==> src/rtl/clz_dec_pkg.sv <==
// rtl/clz_dec_pkg.sv - shared types, constants and helpers for the leading-zero decoder
// Purpose: state encoding, width/count limits, seed words, mode encodings,
//          count saturation and seed selection used by every clz_dec file.
// Ports:   none (package).
package clz_dec_pkg;

  localparam int CLZ_DEC_W    = 32;
  localparam int CLZ_DEC_NMAX = 32;
  localparam int CLZ_DEC_CW   = 6;

  localparam logic [CLZ_DEC_W-1:0] ONEHOT_SEED = 32'h8000_0000;
  localparam logic [CLZ_DEC_W-1:0] MASK_SEED   = 32'hFFFF_FFFF;

  localparam logic MODE_ONEHOT = 1'b0;
  localparam logic MODE_MASK   = 1'b1;

  typedef enum logic [1:0] {
    IDLE = 2'd0,
    RUN  = 2'd1,
    DONE = 2'd2
  } state_t;

  // Counts above the word width all mean "every bit is a leading zero".
  function automatic logic [CLZ_DEC_CW-1:0] sat_count(input logic [CLZ_DEC_CW-1:0] n);
    return (n > CLZ_DEC_CW'(CLZ_DEC_NMAX)) ? CLZ_DEC_CW'(CLZ_DEC_NMAX) : n;
  endfunction

  function automatic logic [CLZ_DEC_W-1:0] seed_for(input logic mode);
    return (mode == MODE_MASK) ? MASK_SEED : ONEHOT_SEED;
  endfunction

endpackage

==> src/rtl/clz_dec_if.sv <==
// rtl/clz_dec_if.sv - start/done request interface of the leading-zero decoder
// Purpose: bundles the request (start, n, mode) and response (busy, done, out).
// Ports (signals):
//   start  1   request strobe, sampled when the unit is not busy
//   n      6   leading-zero count (saturates to 32 at capture)
//   mode   1   0 = one-hot result, 1 = mask result
//   busy   1   unit is computing
//   done   1   one-cycle completion pulse
//   out    32  result word, held until the next accepted request
// Modports: master drives the request, slave (the decoder) drives the response.
interface clz_dec_if;
  import clz_dec_pkg::*;

  logic                  start;
  logic [CLZ_DEC_CW-1:0] n;
  logic                  mode;
  logic                  busy;
  logic                  done;
  logic [CLZ_DEC_W-1:0]  out;

  modport master (
    output start, n, mode,
    input  busy, done, out
  );

  modport slave (
    input  start, n, mode,
    output busy, done, out
  );

endinterface

==> src/rtl/clz_dec_shift.sv <==
// rtl/clz_dec_shift.sv - combinational seed-plus-count barrel shifter
// Purpose: produces seed(mode) >> n in one step; used only when CLZ_DEC_FAST_EN
//          is defined.
// Ports:
//   i_mode  in   1   selects one-hot or mask seed
//   i_n     in   6   already-saturated shift count (0..32)
//   o_out   out  32  shifted seed; 0 when i_n is 32
module clz_dec_shift
  import clz_dec_pkg::*;
(
  input  logic                  i_mode,
  input  logic [CLZ_DEC_CW-1:0] i_n,
  output logic [CLZ_DEC_W-1:0]  o_out
);

  logic [CLZ_DEC_W-1:0] w_seed;

  assign w_seed = seed_for(i_mode);
  // A shift amount equal to the width yields all zeros, covering n = 32.
  assign o_out  = w_seed >> i_n;

endmodule

==> src/rtl/clz_dec.sv <==
// rtl/clz_dec.sv - multi-cycle leading-zero decoder (inverse of count-leading-zeros)
// Purpose: builds a 32-bit word with exactly n leading zeros, one-hot or mask.
//          Build option CLZ_DEC_FAST_EN: single-cycle RUN using clz_dec_shift;
//          when undefined the result is shifted one bit per cycle.
// Ports:
//   clk   in  1   clock, rising edge
//   rst   in  1   asynchronous active-high reset
//   bus   slave modport of clz_dec_if (start, n, mode in; busy, done, out out)
module clz_dec
  import clz_dec_pkg::*;
#(
  parameter int W = CLZ_DEC_W
) (
  input  logic       clk,
  input  logic       rst,
  clz_dec_if.slave   bus
);

  state_t                r_state;
  state_t                w_state_nxt;
  logic [CLZ_DEC_CW-1:0] r_cnt;
  logic [W-1:0]          r_out;
  logic                  w_accept;

`ifdef CLZ_DEC_FAST_EN
  logic                  r_mode;
  logic [W-1:0]          w_shift_out;

  clz_dec_shift u_shift (
    .i_mode (r_mode),
    .i_n    (r_cnt),
    .o_out  (w_shift_out)
  );
`endif

  // Requests arriving while a result is being built are dropped.
  assign w_accept = bus.start && (r_state != RUN);

  always_ff @(posedge clk or posedge rst) begin
    if (rst) begin
      r_state <= IDLE;
    end else begin
      r_state <= w_state_nxt;
    end
  end

  always_comb begin
    w_state_nxt = r_state;
    case (r_state)
      IDLE: begin
        if (bus.start) begin
          w_state_nxt = RUN;
        end
      end
      RUN: begin
`ifdef CLZ_DEC_FAST_EN
        w_state_nxt = DONE;
`else
        if (r_cnt == '0) begin
          w_state_nxt = DONE;
        end
`endif
      end
      DONE: begin
        // Holding start in the done cycle chains straight into the next request.
        w_state_nxt = bus.start ? RUN : IDLE;
      end
      default: begin
        w_state_nxt = IDLE;
      end
    endcase
  end

  always_ff @(posedge clk or posedge rst) begin
    if (rst) begin
      r_cnt <= '0;
      r_out <= '0;
`ifdef CLZ_DEC_FAST_EN
      r_mode <= MODE_ONEHOT;
`endif
    end else if (w_accept) begin
      r_cnt <= sat_count(bus.n);
      r_out <= seed_for(bus.mode);
`ifdef CLZ_DEC_FAST_EN
      r_mode <= bus.mode;
`endif
    end else if (r_state == RUN) begin
`ifdef CLZ_DEC_FAST_EN
      r_out <= w_shift_out;
      r_cnt <= '0;
`else
      // One bit per cycle; the final cycle with cnt == 0 only hands off to DONE.
      if (r_cnt != '0) begin
        r_out <= r_out >> 1;
        r_cnt <= r_cnt - 1'b1;
      end
`endif
    end
  end

  assign bus.busy = (r_state == RUN);
  assign bus.done = (r_state == DONE);
  assign bus.out  = r_out;

endmodule

==> src/flat_wrapper.sv <==
// flat-port wrapper written by rule: the top's interface ports become plain ports
module clz_dec_flat import clz_dec_pkg::*;
#(
  parameter int W = CLZ_DEC_W
)
  (clk, rst, bus_start, bus_n, bus_mode, bus_busy, bus_done, bus_out);
  clz_dec_if bus_i ();
  input  logic clk;
  input  logic rst;
  input wire logic [$bits(bus_i.start)-1:0] bus_start;
  input wire logic [$bits(bus_i.n)-1:0] bus_n;
  input wire logic [$bits(bus_i.mode)-1:0] bus_mode;
  output wire logic [$bits(bus_i.busy)-1:0] bus_busy;
  output wire logic [$bits(bus_i.done)-1:0] bus_done;
  output wire logic [$bits(bus_i.out)-1:0] bus_out;
  assign bus_i.start = bus_start;
  assign bus_i.n = bus_n;
  assign bus_i.mode = bus_mode;
  assign bus_busy = bus_i.busy;
  assign bus_done = bus_i.done;
  assign bus_out = bus_i.out;
  clz_dec #(.W(W)) u_core (.clk(clk), .rst(rst), .bus(bus_i));
endmodule
==> config.mk <==
export PLATFORM = sky130hd
export DESIGN_NAME = clz_dec_flat
export DESIGN_NICKNAME = d
export VERILOG_FILES = /design/src/rtl/clz_dec_pkg.sv /design/src/rtl/clz_dec_if.sv /design/src/rtl/clz_dec_shift.sv /design/src/rtl/clz_dec.sv /design/src/flat_wrapper.sv
export SDC_FILE = /design/constraint.sdc
export NUM_CORES = 1
export LEC_CHECK = 0
export ABC_AREA = 0
export BUFFER_PORTS_ARGS = -buffer_cell sky130_fd_sc_hd__buf_2
export CAP_MARGIN = 20
export CORE_MARGIN = 2
export CORE_UTILIZATION = 52
export DETAILED_ROUTE_END_ITERATION = 10
export PLACE_DENSITY = 0.8
export SYNTH_ARGS = -nofsm -noshare
export SYNTH_HDL_FRONTEND = slang
export SYNTH_SLANG_ARGS = --single-unit
export TNS_END_PERCENT = 50
==> constraint.sdc <==
create_clock -name clk -period 1.9 [get_ports clk]
set_input_delay 0.19 -clock clk [delete_from_list [all_inputs] [get_ports clk]]
set_output_delay 0.19 -clock clk [all_outputs]
set_load 0.02 [all_outputs]
==> impl_metrics.ini <==
[clocking]
path_clk_slew_ns = 0.12
clock_latency_ns = 0.34
cts.sinks = 40
cts_tree = done
cts_buffers = 5
clockBufferDepth = 2
htreeDepth = 2
cts-root-buf = clkbuf_4

[grt]
grt_max_degree = 47
grt_use_met3_pct = 5.95
antenna_found_initial = 0
overflow = 0
met1_usage_pct = 25.1
met2_usage_pct = 33.5
grt_pass1_wl_um = 6350
grt-busiest-layer = met2
grt.total_usage_pct = 20.2
grt_pass1_vias = 1421

[synthesis]
synthesis.nets = 209
syn_area_per_cell_um2 = 9.16
synthDistinctLibCells = 28
seq_area_frac_synth_pct = 55.4
ys_ff_latch = 40
synth_warnings = 0
synthCells = 197
syn_area_um2 = 1810

[routing]
vias = 1529
wl_per_cell_um = 12.7
viasPerCell = 5.29
drcViolationCount = 0
drtIter0Drc = 118
postRouteAntennaNets = 0
wirelength_um = 3680
firstDrtPassIters = 4

[critical_path]
cp_max_fo = 46
critPathRequiredTime_ns = 2.13
cp.arrival_ns = 1.99
crit_path_start_kind = flip-flop
worstSetupPathType = flip-flop to flip-flop
end_kind = flip-flop

[power_and_ir_drop]
power_density_nw_per_um2 = 1740
p_total_uw = 3760
p_leak_uw = 0.00102
max-vdd-ir-drop_v = 0.000979

[floorplan]
die_h_um = 62.9
die_w_um = 62.9
rows = 21
die_area_um2 = 3960
pin_count = 44
start_util_pct = 54.1
coreArea_um2 = 3340

[timing]
maxSlewHeadroom_pct = 67.8
drv_slew = 0
finalSetupViolCount = 0
setup_slack_ns = 0.135
period_needed_ns = 1.76
period_share_pct = 92.9
fmax_mhz = 567
tns_ns = 0
report.final.hold_viol_count = 0
finClkSkew_ns = 0.00504
worst_pin_slew_ns = 0.483

[finish]
drive_gt1_share_pct = 25.9
diodes = 0
layout_commonest_cell = buf_2
mostFrequentLayoutCells = 43 x buf_2, 41 x nand2_1, 40 x dfrtp_1
area_delta_synth_final_pct = 19.6
fin_nets = 255
fillers = 313

[worst_hold_path]
hold_path.class = input port to flip-flop

[run]
max-cap-violations = 0

[place]
gp_congestion = 0.812
pre_cts_ws_ns = -0.0168
port_buffers = 43
hpwl_um = 2420

[status]
status = complete, no violations
==> state kept, by name, summed over array words and instances, names as in the netlist <==
signal and count:
u_core.bus.out 32, u_core.r_cnt 6, u_core.r_state 2
==> stage by stage <==
step                cells  hold WS (ns)  utilization (%)  cell area [um^2]
finish                289        0.0393             64.7              2160
global route          289        0.0414             64.7              2160
CTS                   287        0.0330             64.3              2140
detailed placement    279         0.350             62.2              2080
global placement      279         0.334             62.2              2080
floorplan             197         0.306                -              1810
==> power by group <==
part / internal, uW / leakage [uW] / total, uW / switching (uW)
clock network: 135 / 0.0000271 / 410 / 275
registers: 1220 / 0.000506 / 1510 / 285
logic: 710 / 0.000492 / 1840 / 1130
total: 2070 / 0.00102 / 3760 / 1690
==> cells in the mapped netlist <==
| library cell | count | share of area, % |
|---|---|---|
| a32oi_1 | 1 | 0.49 |
| nor3_1 | 2 | 0.55 |
| o22a_1 | 1 | 0.49 |
| dfrtp_1 | 40 | 55 |
| or4b_4 | 1 | 0.76 |
| o21ai_1 | 2 | 0.55 |
| ha_1 | 2 | 1.4 |
| o22ai_4 | 1 | 1.1 |
| buf_2 | 2 | 0.55 |
| a41oi_1 | 1 | 0.49 |
| a21oi_1 | 34 | 9.4 |
| clkbuf_1 | 8 | 1.7 |
| o21ai_0 | 32 | 8.9 |
| o211ai_1 | 2 | 0.83 |
| nor2_1 | 5 | 1.0 |
| a221oi_1 | 1 | 0.49 |
| buf_6 | 3 | 1.9 |
| o22ai_1 | 1 | 0.35 |
| nand2_1 | 41 | 8.5 |
| inv_1 | 7 | 1.5 |
| clkbuf_2 | 1 | 0.28 |
| o31ai_1 | 1 | 0.42 |
| o31a_1 | 1 | 0.49 |
| nor2b_1 | 2 | 0.69 |
| and3_1 | 1 | 0.35 |
| nand3_1 | 1 | 0.28 |
| nand2b_1 | 2 | 0.69 |
| or3b_2 | 1 | 0.49 |
==> final cells by class <==
type	count	area (um^2)	share of cell area [%]
inverter	7	26.3	1.22
timing repair buffer	53	318	14.7
sequential	40	1000	46.3
clock buffer	5	37.5	1.74
multi-input combinational	136	707	32.7
clock inverter	2	12.5	0.579
tap	46	57.6	2.67
==> cells by family (layout without fill, tap and decap cells) <==
group	after synthesis	in the layout	share of synthesized area, %
AOI/OAI and AO/OA	78	78	24.0
and+or+nand+nor	56	56	13.4
DFF	40	40	55.4
buffers and inverters	21	67	5.82
adders and majority gates	2	2	1.39
==> worst max-delay path, cell delays in order, from the launching register on <==
cell and delay [ns]:
dfrtp_1 0.43, inv_1 0.10, ha_1 0.14, or3b_4 0.41, o22ai_4 0.22, buf_12 0.23
o21ai_0 0.11
==> timing repair <==
item,in CTS,in global routing
endpoints found under the setup margin,5,13
pin swaps,0,1
setup buffers,0,2
gates resized for setup,2,0
hold buffers,1,0
endpoints found under the hold margin,40,0
==> worst paths after layout <==
path                                   start                  to  slack [ns]  cells past startpoint
max                          u_core.r_cnt[0]  u_core.bus.out[26]        0.14                      6
max in group asynchronous                rst  u_core.bus.out[11]        1.07                      4
min                                 bus_n[2]     u_core.r_cnt[2]        0.04                      3
min reg2reg                u_core.bus.out[0]   u_core.bus.out[0]        0.49                      2
max reg2reg                  u_core.r_cnt[0]  u_core.bus.out[26]        0.14                      6
min in group asynchronous                rst  u_core.bus.out[30]        0.50                      4
==> per-layer routing <==
metal / vias to the layer above / part of all wire (%)
met4: 0 / 0.73
met1: 738 / 46
li1: 764 / -
met3: 2 / 4.4
met2: 25 / 48
met5: - / 0
(Power assumes the default switching activity.)
